==> config.mk <==
export PLATFORM = sky130hd
export DESIGN_NAME = pmt_scan_sched_flat
export DESIGN_NICKNAME = d
export VERILOG_FILES = /design/src/rtl/pmt_scan_pkg.sv /design/src/rtl/pmt_scan_sched_if.sv /design/src/rtl/pmt_scan_ms_timer.sv /design/src/rtl/pmt_scan_sched.sv /design/src/flat_wrapper.sv
export SDC_FILE = /design/constraint.sdc
export NUM_CORES = 1
export LEC_CHECK = 0
export ABC_AREA = 1
export BUFFER_PORTS_ARGS = -buffer_cell sky130_fd_sc_hd__buf_2
export CAP_MARGIN = 5
export CELL_PAD_IN_SITES_DETAIL_PLACEMENT = 1
export CELL_PAD_IN_SITES_GLOBAL_PLACEMENT = 2
export CORE_MARGIN = 2
export CORE_UTILIZATION = 30
export CTS_BUF_LIST = sky130_fd_sc_hd__clkbuf_8
export CTS_CLUSTER_SIZE = 30
export DETAILED_ROUTE_END_ITERATION = 6
export GPL_ROUTABILITY_DRIVEN = 1
export HOLD_SLACK_MARGIN = 0.05
export PLACE_DENSITY_LB_ADDON = 0.1
export SYNTH_ARGS = -nofsm -noshare
export SYNTH_HDL_FRONTEND = slang
export SYNTH_SLANG_ARGS = --single-unit
==> constraint.sdc <==
create_clock -name clk_i -period 3.8 [get_ports clk_i]
set_input_delay 0.19 -clock clk_i [delete_from_list [all_inputs] [get_ports clk_i]]
set_output_delay 0.19 -clock clk_i [all_outputs]
set_load 0.005 [all_outputs]
==> src/rtl/pmt_scan_pkg.sv <==
// Shared types and constants for the PMT scan-command sequencer.
// Holds the FSM state encoding, the step-word field layout and the default tick rate.
package pmt_scan_pkg;

  typedef enum logic [2:0] {
    S_IDLE    = 3'd0,
    S_LOAD    = 3'd1,
    S_ISSUE   = 3'd2,
    S_HOLD    = 3'd3,
    S_RELEASE = 3'd4,
    S_REAL    = 3'd5
  } state_e;

  localparam int CMD_LSB  = 0;
  localparam int CMD_MSB  = 3;
  localparam int SEL_LSB  = 8;
  localparam int SEL_MSB  = 10;
  localparam int HOLD_LSB = 16;
  localparam int HOLD_MSB = 31;

  localparam int UNIT_MS_DEF = 100000;

  localparam logic [3:0] CMD_REAL_START = 4'b0001;

  typedef struct packed {
    logic [15:0] hold_ms;
    logic [2:0]  sel;
    logic [3:0]  cmd;
  } step_t;

  function automatic step_t step_decode(input logic [31:0] d);
    step_t s;
    s.hold_ms = d[HOLD_MSB:HOLD_LSB];
    s.sel     = d[SEL_MSB:SEL_LSB];
    s.cmd     = d[CMD_MSB:CMD_LSB];
    return s;
  endfunction

endpackage

==> src/rtl/pmt_scan_sched_if.sv <==
// Host-side control and PMT command-bus signals of the scan sequencer.
// master drives the controls (register decoder); slave is the sequencer.
interface pmt_scan_sched_if #(
  parameter int DEPTH = 8
);
  localparam int IW = $clog2(DEPTH);

  logic          step_wr_i;
  logic [IW-1:0] step_addr_i;
  logic [31:0]   step_data_i;
  logic [IW:0]   step_num_i;
  logic          seq_loop_i;
  logic          seq_start_i;
  logic          seq_stop_i;
  logic          real_scan_flag_i;
  logic [2:0]    real_scan_sel_i;

  logic [2:0]    pmt_scan_cmd_sel_o;
  logic [3:0]    pmt_scan_cmd_o;
  logic          seq_busy_o;
  logic [IW-1:0] seq_step_o;
  logic          seq_done_o;
  logic          seq_abort_o;

  modport master (
    output step_wr_i, step_addr_i, step_data_i, step_num_i, seq_loop_i,
           seq_start_i, seq_stop_i, real_scan_flag_i, real_scan_sel_i,
    input  pmt_scan_cmd_sel_o, pmt_scan_cmd_o, seq_busy_o, seq_step_o,
           seq_done_o, seq_abort_o
  );

  modport slave (
    input  step_wr_i, step_addr_i, step_data_i, step_num_i, seq_loop_i,
           seq_start_i, seq_stop_i, real_scan_flag_i, real_scan_sel_i,
    output pmt_scan_cmd_sel_o, pmt_scan_cmd_o, seq_busy_o, seq_step_o,
           seq_done_o, seq_abort_o
  );

endinterface

==> src/rtl/pmt_scan_ms_timer.sv <==
// Millisecond hold timer: UNIT_MS-cycle prescaler feeding a 16-bit ms counter.
// expire_o fires in the cycle whose tick brings the ms count up to max(hold,1).
module pmt_scan_ms_timer #(
  parameter int UNIT_MS = 100000
) (
  input  logic        clk_i,
  input  logic        rst_i,
  input  logic        clr_i,
  input  logic        en_i,
  input  logic [15:0] hold_ms_i,
  output logic        expire_o
);

  localparam int UW = (UNIT_MS > 1) ? $clog2(UNIT_MS) : 1;

  logic [UW-1:0] unit_q;
  logic [15:0]   ms_q;
  logic          tick;
  logic [15:0]   hold_eff;

  assign tick     = en_i && (unit_q == UW'(UNIT_MS - 1));
  assign hold_eff = (hold_ms_i == 16'd0) ? 16'd1 : hold_ms_i;
  assign expire_o = tick && (({1'b0, ms_q} + 17'd1) == {1'b0, hold_eff});

  always_ff @(posedge clk_i) begin
    if (rst_i || clr_i) begin
      unit_q <= '0;
      ms_q   <= '0;
    end else if (en_i) begin
      if (tick) begin
        unit_q <= '0;
        ms_q   <= ms_q + 16'd1;
      end else begin
        unit_q <= unit_q + UW'(1);
      end
    end
  end

endmodule

==> src/rtl/pmt_scan_sched.sv <==
// Programmable PMT scan sequencer: plays timed steps from a small table onto the
// strobe/level command bus; a synchronized real-scan request preempts and owns the bus.
module pmt_scan_sched
  import pmt_scan_pkg::*;
#(
  parameter int UNIT_MS = UNIT_MS_DEF,
  parameter int DEPTH   = 8
) (
  input  logic              clk_i,
  input  logic              rst_i,
  pmt_scan_sched_if.slave   bus
);

  localparam int IW = $clog2(DEPTH);

  step_t         tbl [DEPTH];
  step_t         step_q;

  state_e        state_q, state_n;
  logic [IW-1:0] idx_q, idx_n;
  logic [3:0]    cmd_q, cmd_n;
  logic [2:0]    sel_q, sel_n;
  logic          done_q, done_n;
  logic          abort_q, abort_n;

  logic          rs_p0, rs_p1, rs_p2;
  logic          rs_rise, rs_fall;
  logic          expire;
  logic          num_ok;
  logic          seq_active;
  logic [IW:0]   idx_inc;

  // Step table and its registered read; the read address follows idx_n so the
  // slot for the upcoming step is already in step_q during LOAD.
  always_ff @(posedge clk_i) begin
    if (bus.step_wr_i && (state_q == S_IDLE))
      tbl[bus.step_addr_i] <= step_decode(bus.step_data_i);
    step_q <= tbl[idx_n];
  end

  // Real-scan level: two synchronizer flops, third flop for edge detection
  always_ff @(posedge clk_i) begin
    if (rst_i) begin
      rs_p0 <= 1'b0;
      rs_p1 <= 1'b0;
      rs_p2 <= 1'b0;
    end else begin
      rs_p0 <= bus.real_scan_flag_i;
      rs_p1 <= rs_p0;
      rs_p2 <= rs_p1;
    end
  end

  assign rs_rise = rs_p1 & ~rs_p2;
  assign rs_fall = ~rs_p1 & rs_p2;

  // Counting starts in ISSUE so the command-high window (HOLD plus the RELEASE
  // cycle) is exactly max(hold,1)*UNIT_MS cycles.
  pmt_scan_ms_timer #(
    .UNIT_MS (UNIT_MS)
  ) u_timer (
    .clk_i     (clk_i),
    .rst_i     (rst_i),
    .clr_i     (state_q == S_LOAD),
    .en_i      ((state_q == S_ISSUE) || (state_q == S_HOLD)),
    .hold_ms_i (step_q.hold_ms),
    .expire_o  (expire)
  );

  assign num_ok     = (bus.step_num_i != '0) && (bus.step_num_i <= (IW+1)'(DEPTH));
  assign seq_active = (state_q == S_LOAD) || (state_q == S_ISSUE) || (state_q == S_HOLD);
  assign idx_inc    = (IW+1)'(idx_q) + (IW+1)'(1);

  always_comb begin
    state_n = state_q;
    idx_n   = idx_q;
    cmd_n   = cmd_q;
    sel_n   = 3'd0;
    done_n  = 1'b0;
    abort_n = 1'b0;

    if (rs_rise && (state_q != S_REAL)) begin
      sel_n   = bus.real_scan_sel_i;
      cmd_n   = CMD_REAL_START;
      abort_n = (state_q != S_IDLE);
      state_n = S_REAL;
    end else if (bus.seq_stop_i && seq_active) begin
      sel_n   = step_q.sel;
      cmd_n   = 4'd0;
      abort_n = 1'b1;
      state_n = S_IDLE;
    end else begin
      case (state_q)
        S_IDLE: begin
          if (bus.seq_start_i && num_ok && !rs_p1) begin
            idx_n   = '0;
            state_n = S_LOAD;
          end
        end
        S_LOAD:  state_n = S_ISSUE;
        S_ISSUE: begin
          sel_n   = step_q.sel;
          cmd_n   = step_q.cmd;
          state_n = S_HOLD;
        end
        S_HOLD: begin
          if (expire) state_n = S_RELEASE;
        end
        S_RELEASE: begin
          sel_n = step_q.sel;
          cmd_n = 4'd0;
          if (idx_inc < bus.step_num_i) begin
            idx_n   = idx_inc[IW-1:0];
            state_n = S_LOAD;
          end else if (bus.seq_loop_i) begin
            idx_n   = '0;
            state_n = S_LOAD;
          end else begin
            done_n  = 1'b1;
            state_n = S_IDLE;
          end
        end
        S_REAL: begin
          if (rs_fall) begin
            sel_n   = bus.real_scan_sel_i;
            cmd_n   = 4'd0;
            state_n = S_IDLE;
          end
        end
        default: state_n = S_IDLE;
      endcase
    end
  end

  always_ff @(posedge clk_i) begin
    if (rst_i) begin
      state_q <= S_IDLE;
      idx_q   <= '0;
      cmd_q   <= 4'd0;
      sel_q   <= 3'd0;
      done_q  <= 1'b0;
      abort_q <= 1'b0;
    end else begin
      state_q <= state_n;
      idx_q   <= idx_n;
      cmd_q   <= cmd_n;
      sel_q   <= sel_n;
      done_q  <= done_n;
      abort_q <= abort_n;
    end
  end

  assign bus.pmt_scan_cmd_sel_o = sel_q;
  assign bus.pmt_scan_cmd_o     = cmd_q;
  assign bus.seq_busy_o         = (state_q != S_IDLE);
  assign bus.seq_step_o         = idx_q;
  assign bus.seq_done_o         = done_q;
  assign bus.seq_abort_o        = abort_q;

endmodule

==> src/flat_wrapper.sv <==
// flat-port wrapper written by rule: the top's interface ports become plain ports
module pmt_scan_sched_flat import pmt_scan_pkg::*;
#(
  parameter int UNIT_MS = UNIT_MS_DEF,
  parameter int DEPTH   = 8
)
  (clk_i, rst_i, bus_step_wr_i, bus_step_addr_i, bus_step_data_i, bus_step_num_i, bus_seq_loop_i, bus_seq_start_i, bus_seq_stop_i, bus_real_scan_flag_i, bus_real_scan_sel_i, bus_pmt_scan_cmd_sel_o, bus_pmt_scan_cmd_o, bus_seq_busy_o, bus_seq_step_o, bus_seq_done_o, bus_seq_abort_o);
  pmt_scan_sched_if #(.DEPTH(DEPTH)) bus_i ();
  input  logic clk_i;
  input  logic rst_i;
  input wire logic [$bits(bus_i.step_wr_i)-1:0] bus_step_wr_i;
  input wire logic [$bits(bus_i.step_addr_i)-1:0] bus_step_addr_i;
  input wire logic [$bits(bus_i.step_data_i)-1:0] bus_step_data_i;
  input wire logic [$bits(bus_i.step_num_i)-1:0] bus_step_num_i;
  input wire logic [$bits(bus_i.seq_loop_i)-1:0] bus_seq_loop_i;
  input wire logic [$bits(bus_i.seq_start_i)-1:0] bus_seq_start_i;
  input wire logic [$bits(bus_i.seq_stop_i)-1:0] bus_seq_stop_i;
  input wire logic [$bits(bus_i.real_scan_flag_i)-1:0] bus_real_scan_flag_i;
  input wire logic [$bits(bus_i.real_scan_sel_i)-1:0] bus_real_scan_sel_i;
  output wire logic [$bits(bus_i.pmt_scan_cmd_sel_o)-1:0] bus_pmt_scan_cmd_sel_o;
  output wire logic [$bits(bus_i.pmt_scan_cmd_o)-1:0] bus_pmt_scan_cmd_o;
  output wire logic [$bits(bus_i.seq_busy_o)-1:0] bus_seq_busy_o;
  output wire logic [$bits(bus_i.seq_step_o)-1:0] bus_seq_step_o;
  output wire logic [$bits(bus_i.seq_done_o)-1:0] bus_seq_done_o;
  output wire logic [$bits(bus_i.seq_abort_o)-1:0] bus_seq_abort_o;
  assign bus_i.step_wr_i = bus_step_wr_i;
  assign bus_i.step_addr_i = bus_step_addr_i;
  assign bus_i.step_data_i = bus_step_data_i;
  assign bus_i.step_num_i = bus_step_num_i;
  assign bus_i.seq_loop_i = bus_seq_loop_i;
  assign bus_i.seq_start_i = bus_seq_start_i;
  assign bus_i.seq_stop_i = bus_seq_stop_i;
  assign bus_i.real_scan_flag_i = bus_real_scan_flag_i;
  assign bus_i.real_scan_sel_i = bus_real_scan_sel_i;
  assign bus_pmt_scan_cmd_sel_o = bus_i.pmt_scan_cmd_sel_o;
  assign bus_pmt_scan_cmd_o = bus_i.pmt_scan_cmd_o;
  assign bus_seq_busy_o = bus_i.seq_busy_o;
  assign bus_seq_step_o = bus_i.seq_step_o;
  assign bus_seq_done_o = bus_i.seq_done_o;
  assign bus_seq_abort_o = bus_i.seq_abort_o;
  pmt_scan_sched #(.UNIT_MS(UNIT_MS), .DEPTH(DEPTH)) u_core (.clk_i(clk_i), .rst_i(rst_i), .bus(bus_i));
endmodule
==> impl_metrics.csv <==
group,metric,value,unit
status,status,"complete, no violations",
drt,postRouteWirelength,33480,um
yosys,synth_edf_count,184,
global_routing,grt_pass1_vias,9172,
sta,drv_slew,0,
critical_path,crit_path_max_incr_delay,0.52,ns
critical_path,path_cells,"inv_1 -> nor3_1 -> ha_1 -> a21o_1 -> a31oi_2 -> inv_1 -> a21oi_1 -> nand2_2 -> nand2_2 -> buf_12 -> nand2_1 -> nand3_1 -> nand2_1 -> nand2_1 -> nand2_1",
placed_design,detailed_place_hpwl,19780,um
clocking,clock_latency,0.61,ns
yosys,synth_area_leader_cell,"edfxtp_1",
global_routing,gr-total-overflow,0,
yosys,synthMostInstantiatedCell,"nand2_1",
global_routing,grt.met1_usage,0.2122,
critical_path,cp-end-kind,"flip-flop",
critical_path,crit_family,"simple AND/OR/NAND/NOR gates",
sta,fin_crit_sh,0.8301,
sta,relSlewSlack,0.4537,
yosys,syn_area,11670,um2
yosys,synth_top_area_frac,0.4736,
sta,setup_tns,0,ns
global_routing,grtUsageMet2,0.2934,
sta,finalSetupViolCount,0,
run,cap_violations,0,
cells_and_area,nNetsFinal,1407,
critical_path,crit_arrival,3.64,ns
yosys,seq_area_frac_synth,0.6005,
cells_and_area,seq_area,7007,um2
drt,first_iter_violations,383,
global_routing,antenna_found_initial,0,
yosys,async_flop_share,0,
global_routing,busiest_layer,"met2",
yosys,synth_seq_cells,258,
sta,fmax,317.0,MHz
drt,drt-pass1-iter-count,4,
pwr,max-vdd-ir-drop,0.2675,mV
global_routing,grt_usage,0.1686,
die,rows,72,
cells_and_area,layout-drive-gt1-share,0.1149,
cells_and_area,multi_input_area,3776,um2
die,die_y,201.2,um
yosys,avgSynthCellArea,9.387,um2
clocking,cts_inserted_buffers,49,
yosys,synthTopCellsByArea,"edfxtp_1 (47%), dfxtp_1 (13%), nand2_1 (11%), nand3b_1 (6.3%), nand3_1 (5.7%)",
cells_and_area,area.growth.synth_to_final,18.21,%
clocking,cts_tree,"built",
min_path,hp-class,"in2reg",
clocking,htreeDepth,2,
clocking,clk_pin_slew,0.06,ns
pwr,power_per_cell_area,554.3,nW/um2
drt,vias,8712,
yosys,yosysWarnings,0,
yosys,syn-num-nets,1298,
cells_and_area,final.fill_count,4516,
cells_and_area,diodes,0,
die,io_pins,62,
sta,final_hold_viol_count,0,
placed_design,place_inst,1786,
drt,avgRoutedWirePerCell,17.52,um
pwr,leakagePower,5.660,nW
placed_design,portBuffers,52,
placed_design,place_congestion,0.7159,
global_routing,grt_max_degree,94,
critical_path,worstPathRequired,4.28,ns
drt,final_antenna_net_count,0,
critical_path,cp-start-kind,"flip-flop",
sta,worst_pin_slew,0.8170,ns
die,die_area,40490,um2
clocking,clk_path_buf_depth,3,
pwr,p_total,7.644,mW
yosys,netlist_instances,1243,
sta,fin_skew,0.02111,ns
yosys,synth.distinct_cells,41,
yosys,yosys-top-cells-count,"nand2_1 (345), edfxtp_1 (184), inv_1 (170)",
critical_path,path_class,"reg2reg",
global_routing,grt_use_met3,0.02932,
global_routing,grt_pass1_wl,52370,um
clocking,clockRootBuffer,"clkbuf_8",
sta,post-route-min-period,3.154,ns
die,die_w,201.2,um
drt,vias_per_cell,4.559,
clocking,cts.sinks,258,
die,initial_core_util,0.3026,
critical_path,crit_top_cell,"nand2_1",
critical_path,worstPathMaxFanout,70,
critical_path,critPathBufInv,3,
yosys,ys.flop_type,"edfxtp_1",
die,core-area,38560,um2
drt,drc,0,
clocking,cts_resized,0,
cells_and_area,stdcell_count,1911,
critical_path,slowest_stage,"dfxtp_1",
sta,rsz0062_at_grt,"false",
-- per-stage QoR --
step	setup WS, ns	hold slack (ns)	cell area (um2)	utilization
3_5_place_dp	0.6317	0.4023	12570	0.3261
2_1_floorplan	0.7067	0.2889	11670	-
4_1_cts	0.5999	0.07691	13790	0.3577
6_report	0.6457	0.1537	13790	0.3577
3_3_place_gp	0.6706	0.3955	12570	0.3261
5_1_grt	0.2613	0.1397	13790	0.3577
-- sequential cells by signal, indices dropped and copies added, names as in the netlist --
| register | count |
|---|---|
| u_core.tbl | 184 |
| u_core.bus.pmt_scan_cmd_sel_o | 3 |
| u_core.bus.pmt_scan_cmd_o | 4 |
| u_core.u_timer.unit_q | 17 |
| u_core.rs_p1 | 1 |
| u_core.bus.seq_step_o | 3 |
| u_core.u_timer.ms_q | 16 |
| u_core.step_q | 23 |
| u_core.rs_p0 | 1 |
| u_core.bus.seq_abort_o | 1 |
| u_core.bus.seq_done_o | 1 |
| u_core.state_q | 3 |
| u_core.rs_p2 | 1 |
-- power breakdown --
group	total, mW	internal (mW)	leakage [nW]	switching [mW]
registers	3.42	3.26	2.27	0.158
clock network	2.48	1.28	0.538	1.20
logic	1.74	0.587	2.85	1.16
total	7.64	5.13	5.66	2.51
-- kinds of logic (layout without fill, tap and decap cells) --
logic type | count (synthesis) | in the layout | share of synthesized area
AND/OR/NAND/NOR | 686 | 686 | 0.2741
flip-flops | 258 | 258 | 0.6005
buffers and inverters | 224 | 374 | 0.07989
AO/OA/AOI/OAI | 59 | 59 | 0.03035
XOR/XNOR | 10 | 10 | 0.008687
adder cells (fa/ha/maj) | 6 | 6 | 0.006434
-- path summary, 6_finish.rpt --
kind | from | endpoint | slack (ns) | cells past startpoint
max | u_core.bus.seq_step_o[0]$_SDFF_PP0_ | u_core.step_q[10]$_DFF_P_ | 0.65 | 15
min | bus_seq_start_i | u_core.state_q[0]$_SDFFE_PP0P_ | 0.15 | 5
max reg2reg | u_core.bus.seq_step_o[0]$_SDFF_PP0_ | u_core.step_q[10]$_DFF_P_ | 0.65 | 15
min reg2reg | u_core.rs_p0$_SDFF_PP0_ | u_core.rs_p1$_SDFF_PP0_ | 0.40 | 2
-- worst reg2reg max path, delay by kind of cell (launching register included) --
kind                     cells  cell delay (ns)
adder cells (fa/ha/maj)      1             0.31
buffers and inverters        3             0.52
AO/OA/AOI/OAI                3             0.60
AND/OR/NAND/NOR              8             1.07
flip-flops                   1             0.52
-- final cells by class --
cell class                 count  share of cell area
clock buffer                  53             0.05289
clock inverter                39             0.01161
inverter                     176             0.04790
multi-input combinational    761              0.2738
sequential                   258              0.5080
tap                          518             0.04699
timing repair buffer         106             0.05879
-- cells in the final DEF (no fill, tap or decap), drive strengths merged, types with 2 or more instances in the layout --
cell / n
clkbuf: 53
a21boi: 2
dfxtp: 74
nand3: 134
o21ai: 15
inv: 196
clkinv: 18
nor3: 13
dlygate4sd3: 33
nand3b: 98
edfxtp: 184
ha: 6
a31oi: 3
nand2: 348
nand4: 15
buf: 73
nor2: 75
o22ai: 13
a21oi: 18
a21o: 2
xor2: 8
-- what timing repair did --
item,4_1_cts,5_1_grt
setup buffers,0,0
hold endpoints to repair,196,0
hold buffers,33,0
-- metal layers --
metal / share of wire / vias to the layer above
li1: - / 4333
met2: 0.48 / 95
met3: 0.031 / 48
met1: 0.47 / 4236
met4: 0.021 / 0
met5: 0 / -
(Power assumes the default switching activity.)
